==> config.mk <==
export PLATFORM = sky130hd
export DESIGN_NAME = clk_div_gen
export DESIGN_NICKNAME = d
export VERILOG_FILES = /design/src/rtl/clk_div_pkg.sv /design/src/rtl/clk_div_chan.sv /design/src/rtl/clk_div_gen.sv
export SDC_FILE = /design/constraint.sdc
export NUM_CORES = 1
export LEC_CHECK = 0
export ABC_AREA = 1
export BUFFER_PORTS_ARGS = -buffer_cell sky130_fd_sc_hd__buf_2
export CAP_MARGIN = 20
export CORE_ASPECT_RATIO = 1.75
export CORE_MARGIN = 1.5
export CORE_UTILIZATION = 59
export CTS_CLUSTER_SIZE = 10
export DETAILED_ROUTE_END_ITERATION = 8
export PLACE_DENSITY = 0.8
export SYNTH_ARGS = -nofsm -noshare
export SYNTH_HDL_FRONTEND = slang
export SYNTH_HIERARCHICAL = 1
export SYNTH_SLANG_ARGS = --single-unit
==> constraint.sdc <==
create_clock -name clk125 -period 3.75 [get_ports clk125]
set_input_delay 0.375 -clock clk125 [delete_from_list [all_inputs] [get_ports clk125]]
set_output_delay 0.375 -clock clk125 [all_outputs]
set_load 0.005 [all_outputs]
==> src/rtl/clk_div_pkg.sv <==
// Shared constants and helpers for the clk_div_gen divider channels.
// Covers reset defaults, period clamping and high-phase decode.
package clk_div_pkg;

  localparam int DEF_RST_PERIOD = 5;
  localparam int DEF_RST_HIGH   = 2;

  typedef enum logic [1:0] {
    HI_NORMAL     = 2'd0,
    HI_CONST_LOW  = 2'd1,
    HI_CONST_HIGH = 2'd2
  } high_mode_e;

  function automatic logic [31:0] clamp_period(input logic [31:0] p);
    return (p < 32'd2) ? 32'd2 : p;
  endfunction

  // p is expected to be already clamped
  function automatic high_mode_e decode_high(input logic [31:0] p, input logic [31:0] h);
    if (h == 32'd0)
      return HI_CONST_LOW;
    else if (h >= p)
      return HI_CONST_HIGH;
    else
      return HI_NORMAL;
  endfunction

endpackage

==> src/rtl/clk_div_chan.sv <==
// One divider channel: up-counter over the active period, shadow config that is
// applied only at a period boundary, and registered level plus edge strobes.
module clk_div_chan
  import clk_div_pkg::*;
#(
  parameter int CW         = 8,
  parameter int RST_PERIOD = DEF_RST_PERIOD,
  parameter int RST_HIGH   = DEF_RST_HIGH
) (
  input  logic          clk125,
  input  logic          rst,
  input  logic          en,
  input  logic [CW-1:0] period,
  input  logic [CW-1:0] high,
  input  logic          cfg_load,
  input  logic          sync,
  output logic          div_clk,
  output logic          div_rise,
  output logic          div_fall,
  output logic          cfg_pending
);

  localparam logic [CW-1:0] RST_P    = CW'(clamp_period(32'(RST_PERIOD)));
  localparam logic [CW-1:0] RST_H    = CW'(RST_HIGH);
  localparam high_mode_e    RST_MODE = decode_high(32'(RST_P), 32'(RST_H));

  logic [CW-1:0] cnt, cnt_n;
  logic [CW-1:0] pa, pa_n;
  logic [CW-1:0] ha, ha_n;
  logic [CW-1:0] ps, hs;
  high_mode_e    mode, mode_n;
  logic          pending, pend_n;
  logic          en_q;
  logic          clk_n, rise_n, fall_n;

  logic [CW-1:0] src_p, src_h, new_p;
  high_mode_e    new_mode;
  logic          wrap, apply;

  // A load arriving on the boundary cycle takes effect at that boundary.
  assign src_p    = cfg_load ? period : ps;
  assign src_h    = cfg_load ? high   : hs;
  assign new_p    = CW'(clamp_period(32'(src_p)));
  assign new_mode = decode_high(32'(new_p), 32'(src_h));
  assign wrap     = en_q && (cnt == pa - 1'b1);
  assign apply    = !en || !en_q || sync || wrap;

  always_comb begin
    cnt_n  = cnt + 1'b1;
    pa_n   = pa;
    ha_n   = ha;
    mode_n = mode;
    pend_n = pending | cfg_load;
    clk_n  = 1'b0;
    if (apply) begin
      cnt_n  = '0;
      pa_n   = new_p;
      ha_n   = src_h;
      mode_n = new_mode;
      pend_n = 1'b0;
    end
    if (en) begin
      case (mode_n)
        HI_CONST_HIGH: clk_n = 1'b1;
        HI_CONST_LOW:  clk_n = 1'b0;
        default:       clk_n = (cnt_n < ha_n);
      endcase
    end
    rise_n = clk_n & ~div_clk;
    fall_n = ~clk_n & div_clk;
  end

  always_ff @(posedge clk125) begin
    if (rst) begin
      cnt         <= '0;
      pa          <= RST_P;
      ha          <= RST_H;
      mode        <= RST_MODE;
      ps          <= CW'(RST_PERIOD);
      hs          <= RST_H;
      pending     <= 1'b0;
      en_q        <= 1'b0;
      div_clk     <= 1'b0;
      div_rise    <= 1'b0;
      div_fall    <= 1'b0;
    end else begin
      cnt      <= cnt_n;
      pa       <= pa_n;
      ha       <= ha_n;
      mode     <= mode_n;
      pending  <= pend_n;
      en_q     <= en;
      div_clk  <= clk_n;
      div_rise <= rise_n;
      div_fall <= fall_n;
      if (cfg_load) begin
        ps <= period;
        hs <= high;
      end
    end
  end

  assign cfg_pending = pending;

endmodule

==> src/rtl/clk_div_gen.sv <==
// Multi-channel clock divider on clk125: slices the config buses per channel
// and fans the common sync strobe out to every channel.
module clk_div_gen
  import clk_div_pkg::*;
#(
  parameter int NCH        = 2,
  parameter int CW         = 8,
  parameter int RST_PERIOD = DEF_RST_PERIOD,
  parameter int RST_HIGH   = DEF_RST_HIGH
) (
  input  logic              clk125,
  input  logic              rst,
  input  logic [NCH-1:0]    div_en,
  input  logic [NCH*CW-1:0] div_period,
  input  logic [NCH*CW-1:0] div_high,
  input  logic [NCH-1:0]    cfg_load,
  input  logic              sync,
  output logic [NCH-1:0]    div_clk,
  output logic [NCH-1:0]    div_rise,
  output logic [NCH-1:0]    div_fall,
  output logic [NCH-1:0]    cfg_pending
);

  for (genvar i = 0; i < NCH; i++) begin : g_chan
    clk_div_chan #(
      .CW         (CW),
      .RST_PERIOD (RST_PERIOD),
      .RST_HIGH   (RST_HIGH)
    ) u_chan (
      .clk125      (clk125),
      .rst         (rst),
      .en          (div_en[i]),
      .period      (div_period[i*CW +: CW]),
      .high        (div_high[i*CW +: CW]),
      .cfg_load    (cfg_load[i]),
      .sync        (sync),
      .div_clk     (div_clk[i]),
      .div_rise    (div_rise[i]),
      .div_fall    (div_fall[i]),
      .cfg_pending (cfg_pending[i])
    );
  end

endmodule

==> summary.md <==
| Metric | Value |
|---|---|
| WHS | 268 ps |
| Vias per inst | 5.40 |
| Final Hold Fails | 0 |
| CTS sink cnt | 94 |
| Max clock buf depth | 2 |
| Most frequent CP cell | nand2_1 |
| CP Data Arrival Time | 3500 ps |
| Initial Util | 0.610 |
| Placed cells | 806 |
| I/O Pins | 47 |
| IO Port Bufs | 46 |
| Layout cells sized above 1 | 0.156 |
| Worst Tran Pin Value | 557 ps |
| Area of the core | 7960 µm² |
| GRT overflow | 0 |
| Worst Path Max Fanout | 29 |
| Number of global-route vias before repair | 4362 |
| Synth Instances | 678 |
| Final worst-path cycle share | 0.857 |
| # setup viols final | 0 |
| Area delta synth->final | 12.8% |
| Final-report max-slew violation count | 0 |
| Crit-path max cell delay | 380 ps |
| Peak Freq | 311 MHz |
| Mapped Area | 4850 µm² |
| Die height | 123 µm |
| Avg Cell Area, Syn | 7.16 µm² |
| Diode count | 0 |
| Largest net degree at the start of global routing | 34 |
| Gpl congestion | 0.985 |
| Drt drc | 4 |
| Total track usage | 0.281 |
| First DRT Iteration DRCs | 294 |
| Synth cell types | 31 |
| Routed Antenna Nets | 0 |
| Finished Core Util | 0.688 |
| Clock skew | 5.89 ps |
| Post-CTS setup buffer count | 0 |
| RSZ-0062 raised after global routing | false |
| Root Driver | clkbuf_16 |
| Cts bufs inserted | 9 |
| Wire length per cell | 14.2 µm |
| Setup_tns | 0 ps |
| CTS tree | yes |
| Kind of start point of the critical path | register |
| Finished Layout Cells | 820 |
| Max Cap Viol | 0 |
| Routed WL | 11700 µm |
| Crit-path cells | inv_2 -> ha_1 -> nand2_1 -> inv_1 -> nor2_1 -> nand2_1 -> nor2_1 -> nand3_1 -> nor2_1 -> nand3_2 -> nand2_2 -> buf_4 -> nand2_1 -> o21ai_1 -> ha_1 -> a21oi_1 -> nand2_1 -> nand2_1 -> nand2_1 -> nand2_2 -> nand3_2 -> nor2_2 |
| Skew-Pair Late Insertion Delay | 350 ps |
| Via count | 4430 |
| # rows | 43 |
| H-tree Lvls | 3 |
| Syn nets | 753 |
| Global-route wire length before repair | 19200 µm |
| Worst Setup End Kind | register |
| WS Path Type | register to register |
| Required @ worst endpoint | 4040 ps |
| VDD IR max | 0.000349 V |
| Failing checks | design-rule violations |
| DP HPWL | 8800 µm |
| Die Wd | 71.6 µm |
| Initial antenna violation count | 0 |
| Hold Crit Class | primary input to register |
| Syn. warnings | 6 |
| Total chip power | 2.37 mW |
| PostCTS Resize Cnt | 0 |
| Die area | 8800 µm² |
| Max-slew headroom | 0.625 |
| Crit-path slowest cell | dfxtp_1 |
| Status | complete, but fails checks |
| Share of the yosys chip area belonging to registers | 0.388 |
| Minimum clock period | 3210 ps |
| Net count reported at finish | 802 |
| Hold-fix buffer count after cts | 0 |
| Yosys reg bits | 94 |
| Pre-antenna DRT Iters | 6 |
| FILL cells | 672 |
| Pwr dens | 432 nW/µm² |
| Clock-pin slew on the worst setup and hold paths | 60 ps |
| P_leak | 2.71 nW |
-- worst paths after layout --
| check | startpoint | endpoint | cells past startpoint | slack (ps) |
|---|---|---|---|---|
| worst max-delay path | g_chan[0].u_chan/pa[0] | g_chan[0].u_chan/div_rise | 22 | 540 |
| worst min-delay path | div_en[1] | g_chan[1].u_chan/en_q | 3 | 270 |
| worst max register to register | g_chan[0].u_chan/pa[0] | g_chan[0].u_chan/div_rise | 22 | 540 |
| worst min register to register | g_chan[0].u_chan/div_clk | g_chan[0].u_chan/div_rise | 1 | 460 |
-- worst max-delay path, delay by kind of cell (launching register included) --
| family | cells | cell delay (ps) |
|---|---|---|
| AOI/OAI and AO/OA | 2 | 280 |
| adders and majority gates | 2 | 590 |
| buffers and inverters | 3 | 450 |
| DFF | 1 | 380 |
| and+or+nand+nor | 15 | 1440 |
-- Yosys cell counts --
library cell	number	area [µm²]
a211oi_1	2	15.0
nand3b_1	1	7.51
o21bai_1	1	7.51
a21oi_1	30	150
buf_2	11	55.1
clkbuf_1	7	26.3
and3_1	1	6.26
nor2_1	127	477
nand4_1	8	50.1
o21ai_2	1	8.76
o21a_1	1	7.51
inv_2	10	37.5
o211ai_1	2	15.0
xor2_1	8	70.1
o21ai_0	38	190
nor3_1	5	25.0
mux2i_1	13	130
buf_4	1	7.51
clkinv_1	1	3.75
o21ai_1	12	60.1
or2_2	15	93.8
dfxtp_1	94	1880
nand2_2	8	50.1
inv_1	72	270
ha_1	36	450
nand2_1	131	492
nor2_2	5	31.3
xnor2_1	6	52.6
o2111a_1	1	11.3
nand3_1	26	130
nand3_2	4	40.0
-- cells in the final DEF (no fill, tap or decap), drive strengths merged, types with 8 or more instances in the layout --
master / count
nand2: 139
inv: 83
nor2: 132
nand3: 30
mux2i: 13
clkbuf: 9
buf: 57
dfxtp: 94
ha: 36
or2: 15
nand4: 8
o21ai: 51
a21oi: 30
xor2: 8
-- cell type report --
type / instances / area (µm²) / share of cell area
clock inverter: 5 / 61.3 / 0.0112
clock buffer: 9 / 225 / 0.0411
multi-input combinational: 482 / 2570 / 0.470
inverter: 83 / 312 / 0.0569
timing repair buffer: 57 / 313 / 0.0571
tap: 90 / 113 / 0.0206
sequential: 94 / 1880 / 0.344
-- kinds of logic (layout without fill, tap and decap cells) --
family,after synthesis,after routing,share of synthesized area
mux,13,13,0.0268
fa+ha+maj,36,36,0.0928
xor+xnor,14,14,0.0253
flops,94,94,0.388
simple gates,331,331,0.289
buf+inv,102,154,0.0825
compound gates,88,88,0.0959
-- registers in the layout, summed over array words and instances, names as in the netlist --
register and count:
g_chan.u_chan/div_rise 2, g_chan.u_chan/pa 16, g_chan.u_chan/div_fall 2, g_chan.u_chan/div_clk 2, g_chan.u_chan/mode 4, g_chan.u_chan/cnt 16, g_chan.u_chan/en_q 2, g_chan.u_chan/ps 16
g_chan.u_chan/cfg_pending 2, g_chan.u_chan/ha 16, g_chan.u_chan/hs 16
-- per-stage QoR --
step                setup slack [ps]  area (µm²)
finish                           538        5480
global route                     230        5480
CTS                              556        5480
detailed placement               359        5190
global placement                 432        5190
floorplan                        774        4850
-- per-layer routing --
metal	global-route usage	wire length, µm	share of wire	vias up
met5	0	0	0	-
met4	0.162	620	0.053	0
met3	0.0513	400	0.034	45
met2	0.555	6420	0.55	117
met1	0.259	4230	0.36	2022
li1	-	-	-	2246
-- power by group --
group	leakage, nW	internal, mW	switching (mW)
Sequential	0.775	1.06	0.0312
Clock	0.130	0.511	0.383
Combinational	1.81	0.150	0.236
Total	2.71	1.72	0.650
Note: power is estimated with default switching activity, not from simulation.
